`src/rtl/ucounter_arb_if.sv`:
```
// ucounter_arb_if -- signal bundle between the shared-counter arbiter, its two
// requesters and the external loadable up/down counter.
//
//   Requester side : req0/req1, preset0/preset1, up0/up1 (to arbiter)
//                    gnt0/gnt1, done0/done1, abort0/abort1 (from arbiter)
//   Counter side   : _load, preld_val, _updown, _wrapstop, cnt_en (from arbiter)
//                    overflow, dcount (to arbiter)
//   Observation    : count (registered copy of dcount, from arbiter)
//
// Modport slave is the arbiter; modport master is everything around it.
interface ucounter_arb_if;
  logic        req0;
  logic        req1;
  logic [15:0] preset0;
  logic [15:0] preset1;
  logic        up0;
  logic        up1;

  logic        gnt0;
  logic        gnt1;
  logic        done0;
  logic        done1;
  logic        abort0;
  logic        abort1;

  logic        _load;
  logic [15:0] preld_val;
  logic        _updown;
  logic        _wrapstop;
  logic        cnt_en;

  logic        overflow;
  logic [15:0] dcount;
  logic [15:0] count;

  modport slave (
    input  req0, req1, preset0, preset1, up0, up1, overflow, dcount,
    output gnt0, gnt1, done0, done1, abort0, abort1,
           _load, preld_val, _updown, _wrapstop, cnt_en, count
  );

  modport master (
    output req0, req1, preset0, preset1, up0, up1, overflow, dcount,
    input  gnt0, gnt1, done0, done1, abort0, abort1,
           _load, preld_val, _updown, _wrapstop, cnt_en, count
  );
endinterface

```
`src/rtl/ucounter_arb.sv`:
```
// ucounter_arb -- round-robin arbiter giving two requesters exclusive use of
// one external loadable up/down counter.
//
// Ports:
//   clk      : single clock, rising edge
//   _areset  : asynchronous active-low reset
//   bus      : ucounter_arb_if.slave
//     req0/1, preset0/1, up0/1 : job requests, preload values and directions
//     gnt0/1                   : counter currently owned by that requester
//     done0/1                  : one-cycle pulse, owner's job hit terminal count
//     abort0/1                 : one-cycle pulse, owner dropped req early
//     _load, preld_val         : active-low load strobe and preload value
//     _updown, _wrapstop       : counter direction (1=up), terminal mode (0=stop)
//     cnt_en                   : counter clock enable
//     overflow, dcount         : counter terminal flag and value
//     count                    : dcount registered while a grant is held
//
// Job sequence: IDLE (arbitrate, latch preset/up) -> LOAD (one _load pulse)
// -> RUN (count until overflow or owner drops req) -> DONE (done pulse) -> IDLE.
module ucounter_arb (
  input  logic          clk,
  input  logic          _areset,
  ucounter_arb_if.slave bus
);

  localparam logic [1:0] IDLE = 2'd0;
  localparam logic [1:0] LOAD = 2'd1;
  localparam logic [1:0] RUN  = 2'd2;
  localparam logic [1:0] DONE = 2'd3;

  logic [1:0]  state;
  logic [1:0]  state_nxt;
  logic        owner;
  logic        owner_nxt;
  logic        ptr;           // last requester served; 1 after reset so req0 wins first
  logic        ptr_nxt;
  logic [15:0] lat_preset;
  logic [15:0] lat_preset_nxt;
  logic        lat_up;
  logic        lat_up_nxt;
  logic        abort0_q;
  logic        abort1_q;
  logic        abort0_nxt;
  logic        abort1_nxt;
  logic [15:0] count_q;

  logic        busy;
  logic        owner_req;
  logic        winner;

  assign busy      = (state != IDLE);
  assign owner_req = owner ? bus.req1 : bus.req0;

  // With both requesting, the one not served last wins; otherwise the
  // single requester wins (req1 low implies req0 is the requester).
  always_comb begin
    winner = bus.req1;
    if (bus.req0 && bus.req1) begin
      winner = ~ptr;
    end
  end

  always_comb begin
    state_nxt      = state;
    owner_nxt      = owner;
    ptr_nxt        = ptr;
    lat_preset_nxt = lat_preset;
    lat_up_nxt     = lat_up;
    abort0_nxt     = 1'b0;
    abort1_nxt     = 1'b0;

    case (state)
      IDLE: begin
        if (bus.req0 || bus.req1) begin
          state_nxt      = LOAD;
          owner_nxt      = winner;
          lat_preset_nxt = winner ? bus.preset1 : bus.preset0;
          lat_up_nxt     = winner ? bus.up1 : bus.up0;
        end
      end
      LOAD: begin
        // overflow still reflects the previous job here and is ignored
        state_nxt = RUN;
      end
      RUN: begin
        // terminal count takes priority over a simultaneous req drop
        if (bus.overflow) begin
          state_nxt = DONE;
        end else if (!owner_req) begin
          state_nxt  = IDLE;
          ptr_nxt    = owner;
          abort0_nxt = ~owner;
          abort1_nxt = owner;
        end
      end
      DONE: begin
        state_nxt = IDLE;
        ptr_nxt   = owner;
      end
      default: begin
        state_nxt = IDLE;
      end
    endcase
  end

  always_ff @(posedge clk or negedge _areset) begin
    if (!_areset) begin
      state      <= IDLE;
      owner      <= 1'b0;
      ptr        <= 1'b1;
      lat_preset <= '0;
      lat_up     <= 1'b1;
      abort0_q   <= 1'b0;
      abort1_q   <= 1'b0;
    end else begin
      state      <= state_nxt;
      owner      <= owner_nxt;
      ptr        <= ptr_nxt;
      lat_preset <= lat_preset_nxt;
      lat_up     <= lat_up_nxt;
      abort0_q   <= abort0_nxt;
      abort1_q   <= abort1_nxt;
    end
  end

  always_ff @(posedge clk or negedge _areset) begin
    if (!_areset) begin
      count_q <= '0;
    end else if (busy) begin
      count_q <= bus.dcount;
    end
  end

  // Outputs are decoded from registered state so reset forces them at once.
  assign bus.gnt0      = busy & ~owner;
  assign bus.gnt1      = busy & owner;
  assign bus.done0     = (state == DONE) & ~owner;
  assign bus.done1     = (state == DONE) & owner;
  assign bus.abort0    = abort0_q;
  assign bus.abort1    = abort1_q;
  assign bus._load     = (state != LOAD);
  assign bus.preld_val = lat_preset;
  assign bus._updown   = lat_up;
  assign bus._wrapstop = ~busy;
  assign bus.cnt_en    = (state == RUN);
  assign bus.count     = count_q;

endmodule

```
`src/flat_wrapper.sv`:
```
// flat-port wrapper written by rule: the top's interface ports become plain ports
module ucounter_arb_flat 
  (clk, _areset, bus_req0, bus_req1, bus_preset0, bus_preset1, bus_up0, bus_up1, bus_overflow, bus_dcount, bus_gnt0, bus_gnt1, bus_done0, bus_done1, bus_abort0, bus_abort1, bus__load, bus_preld_val, bus__updown, bus__wrapstop, bus_cnt_en, bus_count);
  ucounter_arb_if bus_i ();
  input  logic clk;
  input  logic _areset;
  input wire logic [$bits(bus_i.req0)-1:0] bus_req0;
  input wire logic [$bits(bus_i.req1)-1:0] bus_req1;
  input wire logic [$bits(bus_i.preset0)-1:0] bus_preset0;
  input wire logic [$bits(bus_i.preset1)-1:0] bus_preset1;
  input wire logic [$bits(bus_i.up0)-1:0] bus_up0;
  input wire logic [$bits(bus_i.up1)-1:0] bus_up1;
  input wire logic [$bits(bus_i.overflow)-1:0] bus_overflow;
  input wire logic [$bits(bus_i.dcount)-1:0] bus_dcount;
  output wire logic [$bits(bus_i.gnt0)-1:0] bus_gnt0;
  output wire logic [$bits(bus_i.gnt1)-1:0] bus_gnt1;
  output wire logic [$bits(bus_i.done0)-1:0] bus_done0;
  output wire logic [$bits(bus_i.done1)-1:0] bus_done1;
  output wire logic [$bits(bus_i.abort0)-1:0] bus_abort0;
  output wire logic [$bits(bus_i.abort1)-1:0] bus_abort1;
  output wire logic [$bits(bus_i._load)-1:0] bus__load;
  output wire logic [$bits(bus_i.preld_val)-1:0] bus_preld_val;
  output wire logic [$bits(bus_i._updown)-1:0] bus__updown;
  output wire logic [$bits(bus_i._wrapstop)-1:0] bus__wrapstop;
  output wire logic [$bits(bus_i.cnt_en)-1:0] bus_cnt_en;
  output wire logic [$bits(bus_i.count)-1:0] bus_count;
  assign bus_i.req0 = bus_req0;
  assign bus_i.req1 = bus_req1;
  assign bus_i.preset0 = bus_preset0;
  assign bus_i.preset1 = bus_preset1;
  assign bus_i.up0 = bus_up0;
  assign bus_i.up1 = bus_up1;
  assign bus_i.overflow = bus_overflow;
  assign bus_i.dcount = bus_dcount;
  assign bus_gnt0 = bus_i.gnt0;
  assign bus_gnt1 = bus_i.gnt1;
  assign bus_done0 = bus_i.done0;
  assign bus_done1 = bus_i.done1;
  assign bus_abort0 = bus_i.abort0;
  assign bus_abort1 = bus_i.abort1;
  assign bus__load = bus_i._load;
  assign bus_preld_val = bus_i.preld_val;
  assign bus__updown = bus_i._updown;
  assign bus__wrapstop = bus_i._wrapstop;
  assign bus_cnt_en = bus_i.cnt_en;
  assign bus_count = bus_i.count;
  ucounter_arb u_core (.clk(clk), ._areset(_areset), .bus(bus_i));
endmodule
```
`config.mk`:
```
export PLATFORM = sky130hd
export DESIGN_NAME = ucounter_arb_flat
export DESIGN_NICKNAME = d
export VERILOG_FILES = /design/src/rtl/ucounter_arb_if.sv /design/src/rtl/ucounter_arb.sv /design/src/flat_wrapper.sv
export SDC_FILE = /design/constraint.sdc
export NUM_CORES = 1
export LEC_CHECK = 0
export CAP_MARGIN = 20
export CORE_ASPECT_RATIO = 1.1
export CORE_UTILIZATION = 38
export DETAILED_ROUTE_END_ITERATION = 8
export GPL_TIMING_DRIVEN = 0
export PLACE_DENSITY_LB_ADDON = 0.15
export SLEW_MARGIN = 20
export SYNTH_ARGS = -nofsm -noshare
export SYNTH_HDL_FRONTEND = slang
export SYNTH_SLANG_ARGS = --single-unit
```
`constraint.sdc`:
```
create_clock -name clk -period 1.5 [get_ports clk]
set_input_delay 0.375 -clock clk [delete_from_list [all_inputs] [get_ports clk]]
set_output_delay 0.375 -clock clk [all_outputs]
set_load 0.05 [all_outputs]
```
==> results.txt <==
hold buffer count at cts -> 0
Crit path required time -> 1.12 ns
clock sinks -> 39
crit end category -> output port
nets@finish -> 326
layout cell share with drive strength beyond 1 -> 0.3566
mux cell area share after synthesis -> 0.1107
Root Buffer -> clkbuf_8
Flop pwr share -> 0.257
post-route ant nets -> 0
max cap viols -> 0
Area growth syn-to-layout -> 74.73%
CTS tree -> done
grt total ovfl -> 0
synth cell count leaders -> 37 x dfrtp_1, 35 x nand2_1, 18 x a31oi_1
Synth top area share -> 0.5390
fin cells -> 326
part of the power in combinational logic -> 0.649
Inserted Diodes -> 0
total iterations of the first detailed-routing run -> 4
top-count cell post-synth -> dfrtp_1
post-synthesis sequential area ratio -> 0.5696
Fin. Hold Viols -> 0
Ys Warns -> 0
H-tree Lvls -> 2
Std-Cell Rows -> 25
Arr. time, crit path -> 1.25 ns
Clock Latency Late Sink -> 0.29 ns
CP max FO -> 5
Int Power -> 3.696 mW
largest area contributor in the netlist -> dfrtp_1
core area -> 4317 um2
Port-buffer cells -> 96
failing checks -> setup timing
status -> finished, violations left
post-DR wirelength/cell -> 13.97 um
Synth area leaders -> dfrtp_1 54%, mux2_2 10%, nand2_1 7.6%
first-pass GRT wire length -> 7.707 mm
die width -> 66.11 um
initial DRC count -> 32
RD Place Congestion -> 0.8403
Highest Clock Rate -> 615.3 MHz
global-route usage over all layers -> 0.2135
CTS buffer count -> 5
minimum clock period -> 1.625 ns
die area -> 4794 um2
largest net degree at the start of global routing -> 22
antenna violations before repair -> 0
Crit Path Category -> reg2out
Slew HR -> 0.6933
sw frac -> 0.4990
post-detailed-routing wire length -> 4.553 mm
DR vias/cell -> 4.856
hold crit path type -> in2async
Synth Area in Compound Gates -> 0.1428
via count -> 1583
adder-cell share of the synthesized area -> 0
crit path launch -> u_core.state[1]
Final Max Tran Viols -> 0
Critical Path Start Type -> register
Period Utilization, post-route -> 1.083
vias in the first global route -> 1633
leakage power -> 1.291 nW
Initial Utilization -> 0.3980
synthesized cell area -> 1718 um2
Cells after Synth -> 161
Distinct cells, synth -> 24
register clock-pin slew on the reported worst setup and hold paths -> 0.08 ns
FFs w/ async S/R, synth -> 1.000
worst-margin pin slew -> 0.4601 ns
layout filler cell count -> 352
xor-xnor portion of the synthesized cell area -> 0
syn avg cell area -> 10.67 um2
PwrDens -> 2458 nW/um2
clock power share -> 0.094
Ports -> 97
post-synthesis net count -> 216
clock skew -> 0.007624 ns
Top FF cell, synth -> dfrtp_1
VDD IR-drop max -> 1235 uV
Worst Setup Slack, final -> -0.1252 ns
post-synthesis simple-gate area fraction -> 0.1253
Pwr Total -> 7.377 mW
RSZ-0062 raised after global routing -> yes
post-route setup TNS -> -0.4870 ns
area post-placement -> 2790 um2
CTS max path bufs -> 2
EDFF count, synth -> 0
final setup violation count -> 6
Reg-to-Reg Start -> u_core.state[1]
largest family of logic cells by synthesized area -> compound AO/OA/AOI/OAI gates
cell area after layout -> 3002 um2
DP HPWL -> 3.198 mm
die height -> 72.52 um
Sw Pwr -> 3.681 mW
register bit total from synthesis -> 39
dpl cells -> 312
# DRC -> 0
==> what timing repair did <==
| item | 4_1_cts | 5_1_grt |
|---|---|---|
| buffers inserted | 7 | 1 |
| pin swaps | 1 | 2 |
| resized for setup | 166 | 8 |
| endpoints found under the setup margin | 64 | 28 |
==> cell type report <==
| cell class | count | area, um2 | share of cell area |
|---|---|---|---|
| Sequential cell | 39 | 982.2 | 0.3272 |
| Multi-Input combinational cell | 108 | 688.2 | 0.2293 |
| Clock buffer | 6 | 72.57 | 0.02418 |
| Inverter | 3 | 11.26 | 0.003752 |
| Tap cell | 54 | 67.56 | 0.02251 |
| Timing Repair Buffer | 105 | 1082 | 0.3606 |
| Buffer | 9 | 85.08 | 0.02835 |
| Clock inverter | 2 | 12.51 | 0.004168 |
==> registers in the layout, indices dropped and copies added (netlist names) <==
name,cells
u_core.bus._updown,1
u_core.state,2
u_core.bus.abort1,1
u_core.owner,1
u_core.bus.preld_val,16
u_core.bus.abort0,1
u_core.bus.count,16
u_core.ptr,1
==> layer usage <==
| layer | share of wire | track usage | vias to the layer above |
|---|---|---|---|
| met1 | 0.43 | 0.2662 | 742 |
| met2 | 0.49 | 0.3560 | 55 |
| met3 | 0.062 | 0.05189 | 9 |
| met4 | 0.019 | 0.08038 | 0 |
| li1 | - | - | 777 |
| met5 | 0 | 0 | - |
==> power groups by stage <==
stage / Clock [mW] / Combinational, mW / Sequential, mW
after floorplan: 0 / 1.49 / 3.50
final: 0.690 / 4.79 / 1.90
after CTS: 0.708 / 4.76 / 1.89
after global placement: 0 / 4.59 / 1.89
after detailed placement: 0 / 4.62 / 1.91
after global routing: 0.751 / 5.05 / 1.98
==> cells by family after synthesis <==
logic type | count (synthesis)
AO/OA/AOI/OAI | 41
AND/OR/NAND/NOR | 50
buffers and inverters | 14
multiplexers | 17
flip-flops | 39
==> stage by stage <==
| step | hold WS, ns | util | setup WS, ns |
|---|---|---|---|
| final | 0.02423 | 0.6954 | -0.1252 |
| after detailed placement | 0.3564 | 0.6464 | -0.7317 |
| after global placement | 0.4867 | 0.6412 | -0.9179 |
| after CTS | 0.03934 | 0.6936 | -0.1546 |
| after global routing | 0.05112 | 0.6954 | -0.1562 |
| after floorplan | 0.07941 | - | 0.0006936 |
==> cells in the final DEF (no fill, tap or decap), drive strengths merged, types with 3 or more instances in the layout <==
cell,n
nor2,5
nand2,35
clkdlybuf4s50,51
nand2b,3
a31oi,18
inv,3
a21oi,17
clkbuf,8
dfrtp,37
mux2,16
clkdlybuf4s15,32
buf,27
==> critical path: stages, from the launching register on <==
cell     delay (ns)
dfrtp_2        0.45
buf_4          0.15
and3_1         0.20
buf_6          0.16
==> final timing paths <==
check	endpoint	slack [ns]	cells after the start
min	u_core.bus.count[9]	0.02	1
max	bus_done1	-0.13	3
max in group asynchronous	u_core.bus._updown	0.93	2
min reg2reg	u_core.bus.count[5]	0.51	1
min in group clk	u_core.bus.count[5]	0.51	1
max reg2reg	u_core.bus.count[9]	0.07	4
No activity file was read; power rests on OpenSTA's default activity.
==> patch: new RTL, config.mk and constraints unchanged <==
Make the reset (`_areset`) synchronous in 2 clocked blocks. Comments in the files are not updated.
--- a/src/rtl/ucounter_arb.sv
+++ b/src/rtl/ucounter_arb.sv
@@ -105,3 +105,3 @@
 
-  always_ff @(posedge clk or negedge _areset) begin
+  always_ff @(posedge clk) begin
     if (!_areset) begin
@@ -125,3 +125,3 @@
 
-  always_ff @(posedge clk or negedge _areset) begin
+  always_ff @(posedge clk) begin
     if (!_areset) begin
Function: differs if _areset is asserted again (counterexample within 4 cycles, from zero or initial values and one cycle with _areset low); with _areset held inactive, the same outputs for 10 cycles.
==> patch against the original RTL <==
- the flow still finishes with violations (negative setup slack)
- sequential cell count unchanged
- largest cell class unchanged
- worst setup slack got worse by 11 ps
- synthesized area down 5.9%
- final area fell by 5.0%
- routed wire length fell by 1.2%
Power is not compared: it rests on default switching activity, and its combinational part moved more than twofold at a synthesized area within 25%.
==> patch: results (changes against the original RTL) <==
.. list-table::
   :header-rows: 1

   * - Metric
     - Value
   * - Max_slew headroom
     - 68.4% (-0.94 points)
   * - Wire length reported by the detailed router
     - 4.50 mm (-1.2%)
   * - Final Net Count
     - 362 (+11%)
   * - Ranking of synthesized cells by area
     - sky130_fd_sc_hd__dfxtp_1, sky130_fd_sc_hd__nand2_1, sky130_fd_sc_hd__a21boi_0
   * - Final setup viols
     - 4 (-2)
   * - Via count of the first global-routing pass
     - 1741 (+6.6%)
   * - Post-synthesis area per instance
     - 8.12 µm² (-24%)
   * - Fraction of layout instances using a drive strength above 1
     - 24.7% (-11 points)
   * - Delay of the slowest cell on the worst path
     - 340 ps (-110 ps)
   * - Path class of the lowest-slack min-delay path
     - reg -> reg
   * - Violated checks
     - negative setup slack
   * - Post-Synthesis Net Count
     - 254 (+18%)
   * - Synth cell count leaders
     - sky130_fd_sc_hd__nand2_1, sky130_fd_sc_hd__dfxtp_1, sky130_fd_sc_hd__a31oi_1, sky130_fd_sc_hd__a21boi_0, sky130_fd_sc_hd__o21ai_1
   * - First-pass GRT wire length
     - 7.62 mm (-1.1%)
   * - Post-CTS setup buffers
     - 5 (-2)
   * - Crit path setup slack, layout
     - -136 ps (-10.6 ps)
   * - Count of buffers inserted at the top-level ports
     - 95 (-1.0%)
   * - Most frequently used flop master after synthesis
     - sky130_fd_sc_hd__dfxtp_1
   * - Outcome
     - finished with violations
   * - Vias per std cell
     - 4.86 (+0.17%)
   * - Post-cts sizing count
     - 152 (-8.4%)
   * - Global router's overall resource usage
     - 21.7% (+0.38 points)
   * - Kind of cell adding the most delay to the critical path
     - buffers and inverters
   * - Largest driver fanout on the critical path
     - 6 (+1)
   * - Crit-path slowest cell
     - sky130_fd_sc_hd__dfxtp_2
   * - GPL Wtd Cong
     - 0.745 (-11%)
   * - Largest net degree at the start of global routing
     - 15 (-32%)
==> patch: cells by family (layout without fill, tap and decap cells) <==
kind of cell / count (synthesis) / in the layout / synth area share [%]
buffers and inverters: 15 / 123 / 5.65
AND/OR/NAND/NOR: 88 / 89 / 23.8
flip-flops: 39 / 39 / 48.3
AO/OA/AOI/OAI: 57 / 57 / 22.3
==> patch: stage by stage <==
| step | hold WS, ps | setup WS (ps) |
|---|---|---|
| floorplan | 514 | 7.34 |
| global placement | 438 | -687 |
| detailed placement | 441 | -705 |
| CTS | 451 | -143 |
| global route | 477 | -170 |
| finish | 449 | -136 |
==> patch: worst min-delay path, stage by stage, from the launching register on <==
cell	delay [ps]
sky130_fd_sc_hd__dfxtp_1	310
sky130_fd_sc_hd__nand2_1	50
sky130_fd_sc_hd__a21boi_1	50
==> patch: final timing paths <==
check,from,to,slack [ps],depth (start not counted)
max,u_core.state[1],bus_gnt1,-140,5
min reg2reg,u_core.bus.count[10],u_core.bus.count[10],450,2
min,u_core.bus.count[10],u_core.bus.count[10],450,2
max reg2reg,u_core.state[1],u_core.bus.preld_val[12],10,7
==> patch: per-layer routing <==
| metal | global-route usage (%) | wire (µm) | up-vias |
|---|---|---|---|
| met4 | 7.90 | 60 | 0 |
| met2 | 38.5 | 2290 | 70 |
| met1 | 23.7 | 1790 | 789 |
| met5 | 0 | 0 | - |
| met3 | 7.35 | 364 | 7 |
| li1 | - | - | 885 |
==> patch: area by class of cell <==
class / instances / area, µm²
Timing Repair Buffer: 102 / 1020
Multi-Input combinational cell: 146 / 788
Buffer: 11 / 82.6
Clock buffer: 7 / 76.3
Sequential cell: 39 / 790
Inverter: 2 / 23.8
Fill cell: 361 / 1170
Tap cell: 52 / 65.1
Clock inverter: 1 / 5.00
